===== config.mk =====
export PLATFORM = sky130hd
export DESIGN_NAME = ren_frag_depth_unit
export DESIGN_NICKNAME = d
export VERILOG_FILES = /design/src/rtl/ren_params.sv /design/src/rtl/ren_fp22_cmp.sv /design/src/rtl/ren_frag_depth_unit.sv
export SDC_FILE = /design/constraint.sdc
export NUM_CORES = 1
export LEC_CHECK = 0
export ABC_AREA = 0
export BUFFER_PORTS_ARGS = -buffer_cell sky130_fd_sc_hd__buf_4
export CORE_MARGIN = 4
export CORE_UTILIZATION = 58
export DETAILED_ROUTE_END_ITERATION = 10
export PLACE_DENSITY_LB_ADDON = 0.08
export REMOVE_ABC_BUFFERS = 1
export SYNTH_ARGS = -nofsm -noshare
export SYNTH_HDL_FRONTEND = slang
export SYNTH_SLANG_ARGS = --single-unit

===== constraint.sdc =====
create_clock -name clk -period 5.6 [get_ports clk]
set_clock_uncertainty 0.05 [all_clocks]
set_input_delay 1.4 -clock clk [delete_from_list [all_inputs] [get_ports clk]]
set_output_delay 1.4 -clock clk [all_outputs]
set_load 0.005 [all_outputs]

===== src/rtl/ren_params.sv =====
// ren_params -- shared render-pipe types: fp22 depth word, depth compare codes, depth-unit FSM states.
// Rev 1.0
`default_nettype none

package ren_params;

  typedef logic [21:0] fp22_t;

  typedef enum logic [2:0] {
    DF_NEVER    = 3'd0,
    DF_LESS     = 3'd1,
    DF_EQUAL    = 3'd2,
    DF_LEQUAL   = 3'd3,
    DF_GREATER  = 3'd4,
    DF_NOTEQUAL = 3'd5,
    DF_GEQUAL   = 3'd6,
    DF_ALWAYS   = 3'd7
  } depth_func_e;

  typedef enum logic [2:0] {
    ST_IDLE    = 3'd0,
    ST_FETCH   = 3'd1,
    ST_WAIT    = 3'd2,
    ST_COMPARE = 3'd3,
    ST_WRITE   = 3'd4,
    ST_DONE    = 3'd5
  } depth_state_e;

  localparam int MAX_LANES = 8;

  function automatic logic [3:0] popcount8(input logic [7:0] v);
    popcount8 = '0;
    for (int i = 0; i < 8; i++) popcount8 = popcount8 + {3'b000, v[i]};
  endfunction

  // Result of "incoming OP stored" given incoming<stored (lt) and incoming==stored (eq).
  function automatic logic depth_test(input depth_func_e f, input logic lt, input logic eq);
    case (f)
      DF_NEVER:    depth_test = 1'b0;
      DF_LESS:     depth_test = lt;
      DF_EQUAL:    depth_test = eq;
      DF_LEQUAL:   depth_test = lt | eq;
      DF_GREATER:  depth_test = ~lt & ~eq;
      DF_NOTEQUAL: depth_test = ~eq;
      DF_GEQUAL:   depth_test = ~lt;
      default:     depth_test = 1'b1;
    endcase
  endfunction

endpackage

`default_nettype wire


===== src/rtl/ren_fp22_cmp.sv =====
// ren_fp22_cmp -- combinational sign-magnitude compare (a<b, a==b) with +0 equal to -0.
// Rev 1.0
`default_nettype none

module ren_fp22_cmp #(
  parameter int W = 22
) (
  input  logic [W-1:0] a,
  input  logic [W-1:0] b,
  output logic         lt,
  output logic         eq
);

  logic         sa;
  logic         sb;
  logic [W-2:0] ma;
  logic [W-2:0] mb;
  logic         both_zero;

  assign sa        = a[W-1];
  assign sb        = b[W-1];
  assign ma        = a[W-2:0];
  assign mb        = b[W-2:0];
  assign both_zero = (ma == '0) && (mb == '0);
  assign eq        = both_zero || (a == b);

  // Negative magnitudes order in reverse.
  always_comb begin
    lt = 1'b0;
    if (!eq) begin
      if (sa != sb)  lt = sa;
      else if (!sa)  lt = (ma < mb);
      else           lt = (ma > mb);
    end
  end

endmodule

`default_nettype wire


===== src/rtl/ren_frag_depth_unit.sv =====
// ren_frag_depth_unit -- per-group depth fetch, selectable compare and z/colour writeback.
// Rev 1.0
`default_nettype none

module ren_frag_depth_unit
  import ren_params::*;
#(
  parameter int LANES   = 4,
  parameter int FP_W    = 22,
  parameter int COLOR_W = 24,
  parameter int ADDR_W  = 16
) (
  input  logic                       clk,
  input  logic                       rstn,
  input  logic                       i_valid,
  output logic                       o_ready,
  input  logic [15:0]                i_x,
  input  logic [15:0]                i_y,
  input  logic [LANES-1:0]           i_mask,
  input  logic [LANES*FP_W-1:0]      i_z,
  input  logic [LANES*COLOR_W-1:0]   i_color,
  input  logic [2:0]                 i_cmp_func,
  input  logic                       i_z_write_en,
  input  logic [ADDR_W-1:0]          i_stride,
  input  logic                       i_mem_stall,
  output logic                       o_z_rd_en,
  output logic [ADDR_W-1:0]          o_z_addr,
  input  logic [FP_W-1:0]            i_z_rdata,
  output logic                       o_z_wr_en,
  output logic [FP_W-1:0]            o_z_wdata,
  output logic                       o_c_wr_en,
  output logic [ADDR_W-1:0]          o_c_addr,
  output logic [COLOR_W-1:0]         o_c_wdata,
  output logic                       o_done,
  output logic [LANES-1:0]           o_pass_mask,
  output logic [31:0]                o_tested,
  output logic [31:0]                o_passed
);

  localparam int LIDX_W = (LANES > 1) ? $clog2(LANES) : 1;

  depth_state_e         state;
  depth_state_e         state_nxt;

  logic [LANES-1:0]     mask_q;
  logic [LANES-1:0]     rd_left;
  logic [LANES-1:0]     wr_left;
  logic [LANES-1:0]     pass_q;
  logic [LANES-1:0]     pass_w;
  logic [LANES-1:0]     pm_val;
  logic [LANES-1:0]     rd_rest;
  logic [LANES-1:0]     wr_rest;
  logic [FP_W-1:0]      z_q      [LANES];
  logic [FP_W-1:0]      stored_q [LANES];
  logic [COLOR_W-1:0]   col_q    [LANES];
  depth_func_e          func_q;
  depth_func_e          func_in;
  logic                 zwe_q;
  logic [ADDR_W-1:0]    base_q;
  logic [ADDR_W-1:0]    base_w;
  logic                 rd_pend;
  logic [LIDX_W-1:0]    rd_lane_q;
  logic [LIDX_W-1:0]    rd_idx;
  logic [LIDX_W-1:0]    wr_idx;
  logic [LIDX_W-1:0]    cur_idx;
  logic                 accept;
  logic                 rd_fire;
  logic                 wr_fire;
  logic                 active;
  logic [32:0]          tested_sum;
  logic [32:0]          passed_sum;

  function automatic logic [LIDX_W-1:0] lowest(input logic [LANES-1:0] v);
    lowest = '0;
    for (int k = LANES - 1; k >= 0; k--) if (v[k]) lowest = LIDX_W'(k);
  endfunction

  assign func_in = depth_func_e'(i_cmp_func);
  assign base_w  = ADDR_W'(i_y) * i_stride + ADDR_W'(i_x);
  assign accept  = i_valid && o_ready;
  assign rd_fire = (state == ST_FETCH) && !i_mem_stall;
  assign wr_fire = (state == ST_WRITE) && !i_mem_stall;
  assign rd_idx  = lowest(rd_left);
  assign wr_idx  = lowest(wr_left);
  // Clearing the lowest set bit retires the lane just serviced.
  assign rd_rest = rd_left & (rd_left - 1'b1);
  assign wr_rest = wr_left & (wr_left - 1'b1);

  for (genvar k = 0; k < LANES; k++) begin : g_lane
    logic lt;
    logic eq;
    ren_fp22_cmp #(.W(FP_W)) u_cmp (
      .a  (z_q[k]),
      .b  (stored_q[k]),
      .lt (lt),
      .eq (eq)
    );
    assign pass_w[k] = mask_q[k] & depth_test(func_q, lt, eq);
  end

  always_ff @(posedge clk or negedge rstn) begin
    if (!rstn) state <= ST_IDLE;
    else       state <= state_nxt;
  end

  always_comb begin
    state_nxt = state;
    pm_val    = '0;
    case (state)
      ST_IDLE: begin
        if (i_valid) begin
          if (i_mask == '0)                                    state_nxt = ST_DONE;
          else if (func_in == DF_NEVER || func_in == DF_ALWAYS) state_nxt = ST_COMPARE;
          else                                                 state_nxt = ST_FETCH;
        end
      end
      ST_FETCH:   if (rd_fire && rd_rest == '0) state_nxt = ST_WAIT;
      ST_WAIT:    state_nxt = ST_COMPARE;
      ST_COMPARE: begin
        pm_val    = pass_w;
        state_nxt = (pass_w == '0) ? ST_DONE : ST_WRITE;
      end
      ST_WRITE: begin
        pm_val = pass_q;
        if (wr_fire && wr_rest == '0) state_nxt = ST_DONE;
      end
      ST_DONE:    state_nxt = ST_IDLE;
      default:    state_nxt = ST_IDLE;
    endcase
  end

  assign o_ready   = rstn && (state == ST_IDLE);
  assign active    = (state == ST_FETCH) || (state == ST_WRITE);
  assign cur_idx   = (state == ST_WRITE) ? wr_idx : rd_idx;
  assign o_z_rd_en = (state == ST_FETCH);
  assign o_c_wr_en = (state == ST_WRITE);
  assign o_z_wr_en = (state == ST_WRITE) && zwe_q;
  assign o_z_addr  = active ? base_q + ADDR_W'(cur_idx) : '0;
  assign o_c_addr  = o_z_addr;
  assign o_z_wdata = (state == ST_WRITE) ? z_q[wr_idx]   : '0;
  assign o_c_wdata = (state == ST_WRITE) ? col_q[wr_idx] : '0;
  assign o_done    = (state == ST_DONE);

  assign tested_sum = {1'b0, o_tested} + 33'(popcount8(8'(mask_q)));
  assign passed_sum = {1'b0, o_passed} + 33'(popcount8(8'(pass_w)));

  always_ff @(posedge clk or negedge rstn) begin
    if (!rstn) begin
      mask_q      <= '0;
      rd_left     <= '0;
      wr_left     <= '0;
      pass_q      <= '0;
      func_q      <= DF_NEVER;
      zwe_q       <= 1'b0;
      base_q      <= '0;
      rd_pend     <= 1'b0;
      rd_lane_q   <= '0;
      o_pass_mask <= '0;
      o_tested    <= '0;
      o_passed    <= '0;
      for (int k = 0; k < LANES; k++) begin
        z_q[k]      <= '0;
        stored_q[k] <= '0;
        col_q[k]    <= '0;
      end
    end else begin
      if (accept) begin
        mask_q  <= i_mask;
        rd_left <= i_mask;
        func_q  <= func_in;
        zwe_q   <= i_z_write_en;
        base_q  <= base_w;
        for (int k = 0; k < LANES; k++) begin
          z_q[k]   <= i_z[k*FP_W +: FP_W];
          col_q[k] <= i_color[k*COLOR_W +: COLOR_W];
        end
      end

      rd_pend <= rd_fire;
      if (rd_fire) begin
        rd_left   <= rd_rest;
        rd_lane_q <= rd_idx;
      end
      // Read data lands one cycle after the accepted request.
      if (rd_pend) stored_q[rd_lane_q] <= i_z_rdata;

      if (state == ST_COMPARE) begin
        pass_q   <= pass_w;
        wr_left  <= pass_w;
        o_tested <= tested_sum[32] ? 32'hFFFF_FFFF : tested_sum[31:0];
        o_passed <= passed_sum[32] ? 32'hFFFF_FFFF : passed_sum[31:0];
      end

      if (wr_fire) wr_left <= wr_rest;

      if (state != ST_DONE && state_nxt == ST_DONE) o_pass_mask <= pm_val;
    end
  end

endmodule

`default_nettype wire

==> results of run 1 <==
-- timing repair --
action / in CTS / in global routing
resized for setup: 22 / 57
hold endpoints to repair: 0 / 0
pin swaps: 31 / 43
setup endpoints to repair: 3 / 39
setup buffers: 3 / 9
-- metrics by stage --
step                worst slack [ns]  power [mW]  instances
floorplan                     -1.733       9.833       2521
global placement             -0.7962       12.22       3559
detailed placement           -0.8419       12.58       3559
CTS                         -0.09539       15.85       3635
global route                 -0.2212       17.32       3645
finish                     -0.006657       16.03       3645
-- final cells by class --
| type | instances | share of cell area |
|---|---|---|
| Clock inverter | 16 | 0.009200 |
| Clock buffer | 57 | 0.03988 |
| Multi-Input combinational cell | 1893 | 0.4442 |
| Inverter | 246 | 0.03080 |
| Timing Repair Buffer | 518 | 0.1357 |
| Sequential cell | 382 | 0.3180 |
| Antenna cell | 1 | 0.00008325 |
| Tap cell | 532 | 0.02215 |
-- flip-flops by register name, indices dropped and copies added, names as in the netlist, 2 cells and up --
register	cells
col_q	96
stored_q	88
z_q	88
o_passed	32
o_tested	32
base_q	16
mask_q	4
o_pass_mask	4
pass_q	4
rd_left	4
wr_left	4
func_q	3
state	3
rd_lane_q	2
-- cell families (layout without fill, tap and decap cells) --
kind of cell,count (synthesis),in the layout,share of synthesized area
AO/OA/AOI/OAI,215,215,0.05207
XOR/XNOR,96,96,0.03485
adder cells (fa/ha/maj),242,242,0.1568
buffers and inverters,363,837,0.05933
flip-flops,382,382,0.3962
multiplexers,126,126,0.08043
other,0,1,0
AND/OR/NAND/NOR,1214,1214,0.2203
-- final timing paths --
path / depth (start not counted) / endpoint
worst max-delay path: 19 / base_q[15]
worst min-delay path: 2 / zwe_q
worst max register to register: 22 / o_passed[30]
worst min register to register: 2 / zwe_q
max in group asynchronous: 3 / o_tested[31]
min in group asynchronous: 1 / col_q[76]
-- per-layer routing --
layer / part of all wire / up-vias
met5: 0.00089 / -
met4: 0.038 / 10
met3: 0.072 / 163
met2: 0.49 / 746
met1: 0.40 / 10124
li1: - / 9482
-- power by group through the flow --
| stage | combinational [mW] | clock [mW] | sequential [mW] |
|---|---|---|---|
| 6_report | 7.99 | 2.99 | 5.05 |
| 3_3_place_gp | 7.23 | 0 | 4.99 |
| 2_1_floorplan | 5.25 | 0 | 4.58 |
| 3_5_place_dp | 7.54 | 0 | 5.04 |
| 4_1_cts | 7.80 | 3.03 | 5.02 |
| 5_1_grt | 8.99 | 3.15 | 5.18 |
-- worst max-delay path, stage by stage --
cell and delay (ns):
buf_4 0.13, buf_6 0.13, buf_12 0.12, and2_1 0.16, fa_1 0.52, fa_1 0.43
ha_2 0.20, fa_1 0.48, inv_1 0.05, fa_1 0.46, fa_1 0.57, inv_2 0.05
ha_4 0.21, a21o_1 0.16, a21o_1 0.21, a41o_1 0.26, o41ai_2 0.25, xnor2_1 0.15
o21ai_1 0.07
-- Yosys cell counts, drive strengths merged, types with 46 or more instances --
cell      n
a21oi    64
inv     246
fa      101
o21ai    89
dfrtp   382
ha      140
nor2     74
nand2   817
clkbuf   88
and2    101
xor2     46
mux4     46
xnor2    50
mux2     74
nand3    56
==> summary.md, run 1 <==
| Metric | Value |
|---|---|
| CP Launch Point | `i_y[6]` |
| Die height | `212.0 um` |
| Post-Synthesis Cells | `between 2000 and 3000` |
| Reg-to-reg startpoint | `z_q[80]` |
| Avg Inst Size Synth | `approximately 9 um2` |
| Num CTS Buffers | `42` |
| CP required | `around 6.0 ns` |
| HP Start | `zwe_q` |
| Post-synthesis instance area | `24130 um2` |
| Met3 Use GR | `0.05602` |
| Total Routing Usage GR | `0.3183` |
| Initial DRC count | `~1700` |
| GPL Wtd Cong | `between 0.9 and 1` |
| Crit Path Class | `in2reg` |
| TritonRoute pass-1 iters | `5` |
| Final hold slack | `roughly 0.42 ns` |
| Area grow syn2layout | `24.58%` |
| Max-cap viol count | `0` |
| Post-synth EDFFs | `0` |
| CP Capture Type | `flip-flop` |
| Grt peak-use layer | `met2` |
| Arr. time, crit path | `approximately 6 ns` |
| Drt drc | `0` |
| Max Root-Sink Buffers | `3` |
| H-tree depth | `2` |
| FMAX | `around 180 MHz` |
| Final Cell Area | `between 30000 and 40000 um2` |
| Ys flop type | `dfrtp_1` |
| Worst slew margin | `0.2521` |
| P_sw | `between 6 and 7 mW` |
| Fraction of layout cells with a size suffix above 1 | `0.2478` |
| Setup TNS | `-0.006657 ns` |
| Placed inst area | `approximately 28000 um2` |
| Min-delay worst type | `reg2reg` |
| Worst setup margin | `-0.006657 ns` |
| Flop-to-flop setup slack | `roughly 0.40 ns` |
| Via count | `20525` |
| RSZ-0062 raised after global routing | `yes` |
| CP max FO | `5` |
| GR Util met2 | `0.5344` |
| IO Pins | `417` |
| Sequential Power Share | `0.315` |
| Synth unique cells | `about 60` |
| VDD IR max | `about 0.00046 V` |
| Area contributors post-synth | `dfrtp_1 40%, nand2_1 13%, fa_1 8.4%` |
| Fillers | `slightly above 3000` |
| Worst Tran Pin Value | `about 1.1 ns` |
| TritonCTS clock tree | `done` |
| Clock share of power | `0.187` |
| Fin crit period | `approximately 5.6 ns` |
| Failing checks | `setup timing` |
| Core area | `about 40000 um2` |
| Sink count of the clock tree | `~380` |
| Vias in the first global route | `about 21000` |
| Avg WL per Cell | `just under 20 um` |
| Finished Core Util | `0.7328` |
| Clock Latency Late Sink | `0.58 ns` |
| CTS clk-pin slew, worst paths | `about 0.060 ns` |
| Largest net degree at the start of global routing | `~220` |
| Final hold vios | `0` |
| Chip Width | `212.0 um` |
| Most frequent cells in the layout | `811 x nand2_1, 492 x buf_4, 382 x dfrtp_1` |
| Share of the synthesized area in the top cell type | `0.3962` |
| Multi-input gate area in the final layout | `roughly 13000 um2` |
| Max-slew violation count | `0` |
| Period utilisation layout | `1.001` |
| Placement Rows | `74` |
| WL final | `a little over 70000 um` |
| Root Driver | `clkbuf_16` |
| Ys Warns | `0` |
| Remaining global-route overflow | `0` |
| Area leader, netlist | `dfrtp_1` |
| Die area | `around 45000 um2` |
| Nets | `between 3000 and 4000` |
| Outcome | `finished, violations left` |
| First-pass GRT wire length | `approximately 110000 um` |
| P_int | `around 9.6 mW` |
| DP Wirelength | `54290 um` |
| Synth async-reset ratio | `1.000` |
| Reg area | `~9600 um2` |
| Number of port buffers | `416` |
| M1 GR Usage | `0.4190` |
| Post-CTS Hold Buffers | `0` |
| Antenna violations before repair | `6` |
| Sw Ratio | `0.3995` |
| Leakage | `15.56 nW` |
| Post-route ant nets | `0` |
| Seq/Total Area, Yosys | `0.3962` |
| CP Launch Type | `input port` |
| Pwr/cell area | `around 530 nW/um2` |
| Final Setup Violations | `1` |
| Vias/cell | `roughly 5.6` |
| Combinational share of power | `0.498` |
| Seq cells post-synth | `approximately 380` |
| Initial core utilization | `0.5882` |
| Most common cell after layout, fill and taps aside | `nand2_1` |
Power figures use the tool's default switching activity.
==> run 2: changes to the inputs <==
--- a/config.mk
+++ b/config.mk
@@ -7,6 +7,7 @@
 export LEC_CHECK = 0
 export ABC_AREA = 0
 export BUFFER_PORTS_ARGS = -buffer_cell sky130_fd_sc_hd__buf_4
+export CORE_ASPECT_RATIO = 1.75
 export CORE_MARGIN = 4
 export CORE_UTILIZATION = 58
 export DETAILED_ROUTE_END_ITERATION = 10
==> run 2 against run 1 <==
  * The flow still finishes with violations (setup timing)
  * First-iteration DRC count is 16% lower
  * Count of clock-buffer cells in the layout is 1 lower
  * Combinational power is 7.4% higher
  * Global-route usage is 2.9 points higher
  * Clock power is 16% lower
  * Wire length is 8.2% higher
  * Non-clock buffer count is 11 higher
  * Register-to-register slack worse by 0.02 ns
  * Final cell count is 0.82% higher
  * Largest cell class unchanged
==> summary.md, run 2 (same netlist as run 1, synthesis figures left out) <==
| Metric | Value |
|---|---|
| Nets | `approximately 3600` |
| Setup TNS | `-0.2088 ns` |
| Largest net degree at the start of global routing | `131` |
| Leakage | `around 16 nW` |
| Worst R2R Path Depth | `22` |
| Fillers | `3238` |
| Via count | `20794` |
| Crit Path Class | `in2reg` |
| VDD IR max | `between 0.0006 and 0.0007 V` |
| Initial core utilization | `0.5891` |
| Worst setup margin | `-0.1731 ns` |
| TritonCTS clock tree | `done` |
| Core area | `40950 um2` |
| Reg with most FFs | `col_q` |
| IO Pins | `417` |
| Die area | `45050 um2` |
| Placed insts | `3592` |
| Clock Latency Late Sink | `0.56 ns` |
| Die height | `roughly 280 um` |
| Vias in the first global route | `between 20000 and 25000` |
| Final hold vios | `0` |
| Root Driver | `clkbuf_16` |
| Chip Width | `around 160 um` |
| Flop-to-flop setup slack | `around 0.38 ns` |
| Fin crit period | `around 5.8 ns` |
| Pwr/cell area | `about 540 nW/um2` |
| Fraction of layout cells with a size suffix above 1 | `0.2453` |
| Area grow syn2layout | `24.04%` |
| Number of port buffers | `roughly 420` |
| Worst Tran Pin Value | `approximately 1.2 ns` |
| WL final | `approximately 78000 um` |
| Finished Layout Cells | `about 3700` |
| Period utilisation layout | `1.031` |
| Final Setup Violations | `2` |
| Drt drc | `0` |
| Max Root-Sink Buffers | `3` |
| Max-slew violation count | `0` |
| TritonRoute pass-1 iters | `6` |
| WHS Path Cells | `2` |
| CP max FO | `2` |
| Vias/cell | `5.658` |
| Hold-critical path endpoint | `col_q[41]` |
| Arr. time, crit path | `6.14 ns` |
| DP Wirelength | `approximately 60000 um` |
| Worst slew margin | `0.1932` |
| Initial DRC count | `1454` |
| Num CTS Buffers | `38` |
| GPL Wtd Cong | `roughly 0.98` |
| CTS clk-pin slew, worst paths | `about 0.06 ns` |
| Outcome | `finished, violations left` |
| Antenna violations before repair | `16` |
| Placement Rows | `between 90 and 100` |
| Top Registers | `col_q: 96 flops, stored_q: 88 flops, z_q: 88 flops` |
| Reg-to-reg startpoint | `z_q[28]` |
| Total Routing Usage GR | `0.3471` |
| HP Start | `col_q[41]` |
| Avg WL per Cell | `roughly 21 um` |
| CP Launch Type | `input port` |
| FMAX | `roughly 170 MHz` |
| RSZ-0062 raised after global routing | `yes` |
| Post-route ant nets | `0` |
| Min-delay worst type | `reg2reg` |
| Reg-to-reg critical path endpoint | `o_passed[30]` |
| Pre-CTS WS | `-1.045 ns` |
| Sink count of the clock tree | `between 300 and 400` |
| H-tree depth | `2` |
| CP required | `a little under 6 ns` |
| Post-CTS Hold Buffers | `0` |
| Failing checks | `setup timing` |
| CP Capture Type | `flip-flop` |
| Largest register FFs | `between 90 and 100` |
| Remaining global-route overflow | `0` |
| Most frequent cells in the layout | `804 x nand2_1, 497 x buf_4, 382 x dfrtp_1` |
| Most common cell after layout, fill and taps aside | `nand2_1` |
| First-pass GRT wire length | `between 100000 and 150000 um` |
| Max-cap viol count | `0` |
run 2: changes by cell type in the layout (fill, tap and decap cells not counted), moves of 4 or more:
| cell | before | now |
|---|---|---|
| diode_2 | 1 | 11 |
| buf_12 | 10 | 5 |
| nand2_2 | 4 | 10 |
| buf_8 | 1 | 9 |
| and2_4 | 10 | 3 |
| buf_4 | 492 | 497 |
| inv_1 | 232 | 236 |
| ha_1 | 131 | 135 |
| clkbuf_16 | 43 | 38 |
| nand2_1 | 811 | 804 |
| and2_1 | 91 | 98 |
| bufinv_16 | 7 | 0 |
run 2: critical path, stage by stage:
cell	delay, ns
buf_6	0.07
buf_6	0.10
nand2_4	0.04
fa_1	0.52
inv_1	0.05
fa_1	0.51
inv_1	0.05
fa_1	0.46
fa_1	0.51
inv_1	0.05
fa_1	0.48
fa_1	0.55
ha_4	0.22
and2_4	0.15
o21a_1	0.18
a41o_1	0.26
o41ai_4	0.30
xnor2_2	0.16
o21ai_1	0.07
run 2: worst max path at each step:
stage	slack (ns)	to	from
finish	-0.17	base_q[15]	i_y[10]
global route	-0.31	base_q[15]	i_stride[2]
CTS	-0.27	base_q[15]	i_y[10]
detailed placement	-1.05	base_q[15]	i_y[8]
global placement	-0.80	base_q[15]	i_y[8]
floorplan	-1.73	o_c_addr[14]	wr_left[1]
run 2: repair_timing:
action,CTS,global route
pin swaps,20,45
hold endpoints to repair,0,0
setup endpoints to repair,4,33
resized for setup,35,56
setup buffers,6,3
run 2: area by class of cell:
class / count / area, um2 / area share
multi-input cells: 1893 / 13370 / 0.4466
well taps: 550 / 688.2 / 0.02300
clock buffers: 56 / 1109 / 0.03704
repair buffers: 529 / 4169 / 0.1393
diodes: 11 / 27.53 / 0.0009198
flip-flops and latches: 382 / 9559 / 0.3194
clock inverters: 8 / 85.08 / 0.002843
inverters: 246 / 923.4 / 0.03086
run 2: where the power goes:
group / leakage [nW] / internal (mW) / switching (mW)
sequential: 4.80 / 3.88 / 1.22
clock: 0.590 / 1.39 / 1.12
combinational: 10.1 / 4.17 / 4.42
run 2: per-layer routing:
layer  part of all wire  global-route usage  routed length (um)
met2               0.52              0.6224               40720
met5            0.00074                   0                  58
met1               0.33              0.3514               25540
met4              0.094              0.2646                7343
met3              0.059             0.06303                4582
run 2: stage by stage:
stage	hold WS (ns)	instance area (um2)	power, mW	util
floorplan	0.3874	23620	9.833	-
global placement	0.4015	28300	12.51	0.6911
detailed placement	0.4083	28300	12.91	0.6911
CTS	0.4235	29660	15.65	0.7242
global route	0.4474	29920	17.34	0.7305
finish	0.4193	29930	16.18	0.7307
